$ cat config.mk
export PLATFORM = sky130hd
export DESIGN_NAME = uart_tx_feeder
export DESIGN_NICKNAME = d
export VERILOG_FILES = /design/src/rtl/uart_tx_feeder.sv
export SDC_FILE = /design/constraint.sdc
export NUM_CORES = 1
export LEC_CHECK = 0
export CAP_MARGIN = 40
export CORE_MARGIN = 1
export CORE_UTILIZATION = 50
export DETAILED_ROUTE_END_ITERATION = 7
export PLACE_DENSITY = 0.68
export SETUP_SLACK_MARGIN = 0.05
export SLEW_MARGIN = 20
export SYNTH_ARGS = -nofsm -noshare
export SYNTH_HDL_FRONTEND = slang
export SYNTH_SLANG_ARGS = --single-unit
$ cat constraint.sdc
create_clock -name i_clk -period 9.41 [get_ports i_clk]
set_input_delay 1.882 -clock i_clk [delete_from_list [all_inputs] [get_ports i_clk]]
set_output_delay 1.882 -clock i_clk [all_outputs]
set_load 0.05 [all_outputs]
$ cat src/rtl/uart_tx_feeder.sv
// uart_tx_feeder
// Byte FIFO and issue controller sitting directly in front of the UART
// transmitter. Bytes arrive on a valid/ready write port, are buffered in a
// synchronous FIFO and are handed to the transmitter one frame at a time.
// A byte is only issued while the transmitter reports idle.
//
// Optional feature: define UART_TX_FEEDER_CHECKSUM_EN to append an XOR
// checksum frame after every byte written with i_wr_last set.
//
// A byte written into an empty FIFO becomes visible to the issue side on
// the following edge (o_empty lags the write by one edge). Pops are seen
// immediately, so the FIFO can never be over-read.

module uart_tx_feeder #(
    parameter int D_BITS = 8,
    parameter int DEPTH  = 16
) (
    input  logic                       i_clk,
    input  logic                       i_rst_n,
    input  logic [D_BITS-1:0]          i_wr_data,
    input  logic                       i_wr_valid,
    input  logic                       i_wr_last,
    output logic                       o_wr_ready,
    output logic [D_BITS-1:0]          o_tx_data,
    output logic                       o_tx_enable,
    input  logic                       i_tx_idle,
    input  logic                       i_tx_done,
    output logic [$clog2(DEPTH):0]     o_level,
    output logic                       o_empty,
    output logic                       o_full,
    output logic                       o_busy
);

    localparam int AW = $clog2(DEPTH);
    localparam int PW = AW + 1;

`ifdef UART_TX_FEEDER_CHECKSUM_EN
    localparam int FW = D_BITS + 1;
`else
    localparam int FW = D_BITS;
`endif

    localparam logic [2:0] ST_IDLE       = 3'd0;
    localparam logic [2:0] ST_ISSUE      = 3'd1;
    localparam logic [2:0] ST_WAIT       = 3'd2;
`ifdef UART_TX_FEEDER_CHECKSUM_EN
    localparam logic [2:0] ST_CSUM_ISSUE = 3'd3;
    localparam logic [2:0] ST_CSUM_WAIT  = 3'd4;
`endif

    logic [FW-1:0]     mem [DEPTH];
    logic [PW-1:0]     wr_ptr;
    logic [PW-1:0]     rd_ptr;
    logic [PW-1:0]     wr_ptr_nxt;
    logic [PW-1:0]     rd_ptr_nxt;
    logic [PW-1:0]     level_nxt;
    logic [FW-1:0]     wr_entry;
    logic [FW-1:0]     head;
    logic [D_BITS-1:0] head_data;
    logic              do_write;
    logic              do_pop;
    logic [2:0]        state;

`ifdef UART_TX_FEEDER_CHECKSUM_EN
    logic              head_last;
    logic              last_q;
    logic [D_BITS-1:0] acc;

    assign wr_entry  = {i_wr_last, i_wr_data};
    assign head_data = head[D_BITS-1:0];
    assign head_last = head[D_BITS];
`else
    logic unused_wr_last;

    assign unused_wr_last = i_wr_last;
    assign wr_entry       = i_wr_data;
    assign head_data      = head;
`endif

    assign head       = mem[rd_ptr[AW-1:0]];
    assign do_write   = i_wr_valid && o_wr_ready;
    assign do_pop     = (state == ST_IDLE) && !o_empty && i_tx_idle;
    assign wr_ptr_nxt = wr_ptr + {{(PW-1){1'b0}}, do_write};
    assign rd_ptr_nxt = rd_ptr + {{(PW-1){1'b0}}, do_pop};
    assign level_nxt  = wr_ptr_nxt - rd_ptr_nxt;

    // FIFO storage: accepted writes land at the write pointer slot
    always_ff @(posedge i_clk) begin
        if (do_write) begin
            mem[wr_ptr[AW-1:0]] <= wr_entry;
        end
    end

    // Pointer and status registers; empty uses the old write pointer so a fresh byte is visible one edge later
    always_ff @(posedge i_clk or negedge i_rst_n) begin
        if (!i_rst_n) begin
            wr_ptr     <= '0;
            rd_ptr     <= '0;
            o_level    <= '0;
            o_full     <= 1'b0;
            o_wr_ready <= 1'b1;
            o_empty    <= 1'b1;
        end else begin
            wr_ptr     <= wr_ptr_nxt;
            rd_ptr     <= rd_ptr_nxt;
            o_level    <= level_nxt;
            o_full     <= (level_nxt == PW'(DEPTH));
            o_wr_ready <= (level_nxt != PW'(DEPTH));
            o_empty    <= (wr_ptr == rd_ptr_nxt);
        end
    end

    // Issue state machine: pop when the transmitter is idle, strobe once, then wait for its done pulse
    always_ff @(posedge i_clk or negedge i_rst_n) begin
        if (!i_rst_n) begin
            state     <= ST_IDLE;
            o_tx_data <= '0;
`ifdef UART_TX_FEEDER_CHECKSUM_EN
            last_q    <= 1'b0;
            acc       <= '0;
`endif
        end else begin
            case (state)
                ST_IDLE: begin
                    if (do_pop) begin
                        o_tx_data <= head_data;
                        state     <= ST_ISSUE;
`ifdef UART_TX_FEEDER_CHECKSUM_EN
                        last_q    <= head_last;
                        acc       <= acc ^ head_data;
`endif
                    end
                end
                ST_ISSUE: begin
                    state <= ST_WAIT;
                end
                ST_WAIT: begin
                    if (i_tx_done) begin
`ifdef UART_TX_FEEDER_CHECKSUM_EN
                        if (last_q) begin
                            o_tx_data <= acc;
                            state     <= ST_CSUM_ISSUE;
                        end else begin
                            state <= ST_IDLE;
                        end
`else
                        state <= ST_IDLE;
`endif
                    end
                end
`ifdef UART_TX_FEEDER_CHECKSUM_EN
                ST_CSUM_ISSUE: begin
                    state <= ST_CSUM_WAIT;
                end
                ST_CSUM_WAIT: begin
                    if (i_tx_done) begin
                        acc    <= '0;
                        last_q <= 1'b0;
                        state  <= ST_IDLE;
                    end
                end
`endif
                default: begin
                    state <= ST_IDLE;
                end
            endcase
        end
    end

`ifdef UART_TX_FEEDER_CHECKSUM_EN
    assign o_tx_enable = (state == ST_ISSUE) || (state == ST_CSUM_ISSUE);
`else
    assign o_tx_enable = (state == ST_ISSUE);
`endif
    assign o_busy = (state != ST_IDLE);

endmodule

# After elaboration in Yosys (flattened, before gate mapping)
# Memory sizes are Yosys's and may differ from the RTL's. A register that Yosys moved wholly into a read port is not among the register bits.
# Index checks and enable logic that the tools add are counted.
# word_totals
register_bits,21
ramBits,128
inputBits,14
output_inout_bits,18
wordCells,32
n_memories,1
# classes
add_sub_neg,3
n_eq_ne,7
n_mux,5
n_reduce_logical,9
# mem_list
name,depth,word_bits,rd,rd_ports_with_merged_regs,write_ports,line,rtl
mem,16,8,1,1,1,51,logic [FW-1:0] mem [DEPTH];
# ops
cell,count
adder 5 x 1 -> 5 bit,2
one-hot mux 3 bit (3 select lines),1
2-to-1 mux 3 bit,2
equality test 5 bit,1
"equality test 5 bit, second input constant",1
"!= test 5 bit, second input constant",1
subtractor 5 bit,1
"!= test 2 bit, second input constant",2
AND reduction 2 bit,2
"equality test 3 x 1 -> 1 bit, second input constant",1
"equality test 3 x 2 -> 1 bit, second input constant",1
logical AND 1 bit,3
zero test 3 bit,1
nonzero test 3 bit,1
zero test 1 bit,2
2-to-1 mux 1 bit,2

# Depth between registers and ports, before layout
# depth
ltp_word,6
mapped_depth,14
mapped_depth_nobuf,12

# Worst setup path after synthesis
# No wires, ideal clock.
# synth_path
kind,input-to-reg
startpoint,input i_tx_idle
endpoint,register o_wr_ready
setup_ns,0.094
arrival_time_ns,4.541
t_required_ns,9.316
setup_slack_ns,4.775
stages,13
n_path_buf,2
cell_sequence,or3b_2 clkbuf_1 clkbuf_1 inv_1 ha_1 xnor2_1 inv_1 xnor2_1 ha_1 a21o_1 xor3_1 or3_1 or4_1
# synth_between
elab_chain_len,4
# synth_lines
element,line,rtl
start: declaration,26,"input logic i_tx_idle,"
logical AND 1 bit,82,assign do_pop = (state == ST_IDLE) && !o_empty && i_tx_idle;
adder 5 x 1 -> 5 bit,84,"assign rd_ptr_nxt = rd_ptr + {{(PW-1){1'b0}}, do_pop};"
named net rd_ptr_nxt[1],55,logic [PW-1:0] rd_ptr_nxt;
subtractor 5 bit,85,assign level_nxt = wr_ptr_nxt - rd_ptr_nxt;
named net level_nxt[2],56,logic [PW-1:0] level_nxt;
!= test 5 bit,108,o_wr_ready <= (level_nxt != PW'(DEPTH));
end signal: assignment,108,
end: declaration,23,"output logic o_wr_ready,"
# The timed path passes the listed nets, and every way through them passes these cells.
# A chain may end at the register's enable or synchronous reset.

# Worst setup path after layout
# Same ends and word-level chain as after synthesis.

==> metrics.txt <==
ANT cells=0; period utilisation layout=around half; area delta synth->final=18.3%; nets@finish=392; Netlist cell types=36; antenna-violating nets left=0; Leakage=approximately 0.0025 uW; Chip Height=113 um; max cap viols=0; CTS buffer count=17; PortBufs=30; total core area=between 10000 and 15000 um^2; WL/cell=approximately 21 um; critical path, cell by cell=clkdlybuf4s50_1 > or3b_2 > inv_1 > ha_1 > xnor2_1 > inv_1 > xnor2_1 > ha_1 > a21o_1 > xor3_1 > or3_1 > or4_1; max-slew headroom at the worst pin=46.9%; Slowest-stage cell, CP=or3b_2; Worst VDD drop=about 150 uV; Worst-Skew Late Latency=0.42 ns; Fillers=~820; largest net degree at the start of global routing=37; Std-Cell Rows=40; crit path time final=4.74 ns; crit path capture type=flop; total gr overflow=0; largest fanout on the critical path=18; initial core utilization=51.2%; Data arrival, critical path=5.07 ns; top_reg_cell synth=edfxtp_1; worst min path class=reg -> reg; vias per cell=5.69; vias in the first global route=3078; number of synthesized flops with an enable pin=about 130; Setup Skew=0.00918 ns; Synthesis Warnings=0; H-Tree Depth=4; Slew Viols, Final=0; hold_ws=0.482 ns; Post-CTS Setup Inserts=0; Worst EP required=9.74 ns; worst path bufs/invs=3; share of flip-flops with an asynchronous set or reset=between 15 and 20%; Root Buffer=clkbuf_16; Fmax achieved=0.211 GHz; Crit Path Class=in -> reg; sequential area share after synthesis=74.3%; Synth Net Count=343; setup violators final=0; initial drt markers=216; Fin Setup TNS=0 ns; layout cells sized above 1=22.2%; CTS tree=yes; Residual DRC=0; CTS Buffer Depth=2; WL final=11100 um; initial antenna violation count=0; final hold violation count=0; Mapped Cells=between 300 and 400; placed wire-length estimate=6940 um; Core Util, Final=60.5%; RSZ-0062 raised after global routing=false; Avg Cell Area, Syn=19.0 um^2; # hold bufs at CTS=0; Die ar.=12700 um^2; Pre-antenna DRT Iters=4; num ports=32; Worst-Margin Slew=0.793 ns; status=completed; clock sinks=156; Setup crit start kind=input pin; DR vias=3018; critical path's largest stage delay=~0.6 ns; post-CTS sizing=0; Worst-path clk slew=about 0.060 ns; total global-route track usage=about a fifth; delay-heaviest family, CP=simple AND/OR/NAND/NOR gates; global-route wire length before repair=17300 um; chip width=113 um; Yosys reg bits=156; pwr/cell area=roughly 340 nW/um^2; Syn Std Cell Area=6120 um^2; routability cong.=approximately 0.74
placed cells by master (no fill, tap or decap), types with 2 or more instances in the layout:
cell / netlist / layout
a21o_1: 2 / 2
nand2_1: 10 / 10
clkbuf_16: 0 / 17
xor2_1: 8 / 8
clkdlybuf4s50_1: 0 / 30
a221oi_1: 8 / 8
and2_1: 2 / 2
nand2b_1: 2 / 2
clkinv_2: 0 / 3
nor2b_1: 3 / 3
nand3_1: 5 / 5
or3b_2: 2 / 2
o21ai_0: 8 / 8
dfrtp_1: 26 / 25
clkinvlp_4: 0 / 2
a22o_1: 8 / 8
inv_1: 10 / 10
clkinv_1: 0 / 3
nand3b_1: 2 / 2
nor2_1: 15 / 15
mux4_2: 32 / 32
bufinv_16: 0 / 3
maj3_2: 2 / 2
buf_4: 0 / 18
xnor2_1: 7 / 7
nor3_1: 5 / 5
ha_1: 7 / 7
dfstp_2: 2 / 2
edfxtp_1: 128 / 128
synthesized netlist by cell type (3+ instances only):
| library cell | count | area [um^2] |
|---|---|---|
| a221oi_1 | 8 | 70.1 |
| a22o_1 | 8 | 70.1 |
| buf_2 | 3 | 15.0 |
| clkbuf_1 | 13 | 48.8 |
| dfrtp_1 | 26 | 651 |
| edfxtp_1 | 128 | 3840 |
| ha_1 | 7 | 87.6 |
| inv_1 | 10 | 37.5 |
| mux4_2 | 32 | 721 |
| nand2_1 | 10 | 37.5 |
| nand3_1 | 5 | 25.0 |
| nor2_1 | 15 | 56.3 |
| nor2b_1 | 3 | 18.8 |
| nor3_1 | 5 | 25.0 |
| o21ai_0 | 8 | 40.0 |
| xnor2_1 | 7 | 61.3 |
| xor2_1 | 8 | 70.1 |
report_power, final:
part,internal [uW],total [uW],switching (uW),leakage [uW]
Combinational,382,894,512,0.000756
Clock,412,667,255,0.000278
Sequential,873,931,58.3,0.00149
Total,1670,2490,826,0.00253
stage by stage:
stage               cell area [um^2]  std cells  power [uW]  worst slack (ns)
finish                          7240        530        2490              4.67
global route                    7240        530        2620              4.47
CTS                             7190        523        2510              4.66
detailed placement              6610        492        1840              4.22
global placement                6580        488        1820              4.24
floorplan                       6120        322        1600              4.77
metal layers:
layer / wire (um) / share of wire, % / global-route usage, %
met5: 0 / 0 / 0
met4: 147 / 1.3 / 7.64
met3: 554 / 5.0 / 4.86
met2: 5430 / 49 / 29.0
met1: 4950 / 45 / 27.2
layout make-up:
| type | count | area, um^2 | area share [%] |
|---|---|---|---|
| clock buffers | 18 | 429 | 5.93 |
| clock inverters | 13 | 149 | 2.06 |
| inverters | 10 | 37.5 | 0.518 |
| multi-input cells | 138 | 1460 | 20.1 |
| flip-flops and latches | 156 | 4550 | 62.8 |
| well taps | 147 | 184 | 2.54 |
| repair buffers | 48 | 435 | 6.01 |
final timing paths:
path,from,end,slack (ns),cells after the start
max,i_tx_idle,o_wr_ready,4.67,12
min,o_tx_data[2],o_tx_data[2],0.48,2
min reg2reg,o_tx_data[2],o_tx_data[2],0.48,2
min in group asynchronous,i_rst_n,wr_ptr[2],1.85,2
max in group asynchronous,i_rst_n,o_empty,7.25,2
max reg2reg,state[1],o_wr_ready,5.87,12
tightest hold or removal path, delay by kind of cell, from the launching register on:
kind	cells	cell delay, ns
DFF	1	0.34
and+or+nand+nor	1	0.05
AOI/OAI and AO/OA	1	0.06
logic make-up after synthesis:
logic type	after synthesis	synth area share, %
compound gates	29	3.49
flops	156	74.3
fa+ha+maj	9	1.80
mux	32	11.8
xor+xnor	16	2.53
simple gates	52	4.23
buf+inv	28	1.90
flip-flops by register name, indices dropped and copies added, names as in the netlist:
register    count
mem           128
o_empty         1
o_full          1
o_level         5
o_tx_data       8
o_wr_ready      1
rd_ptr          5
state           2
wr_ptr          5
Power figures use the tool's default switching activity.
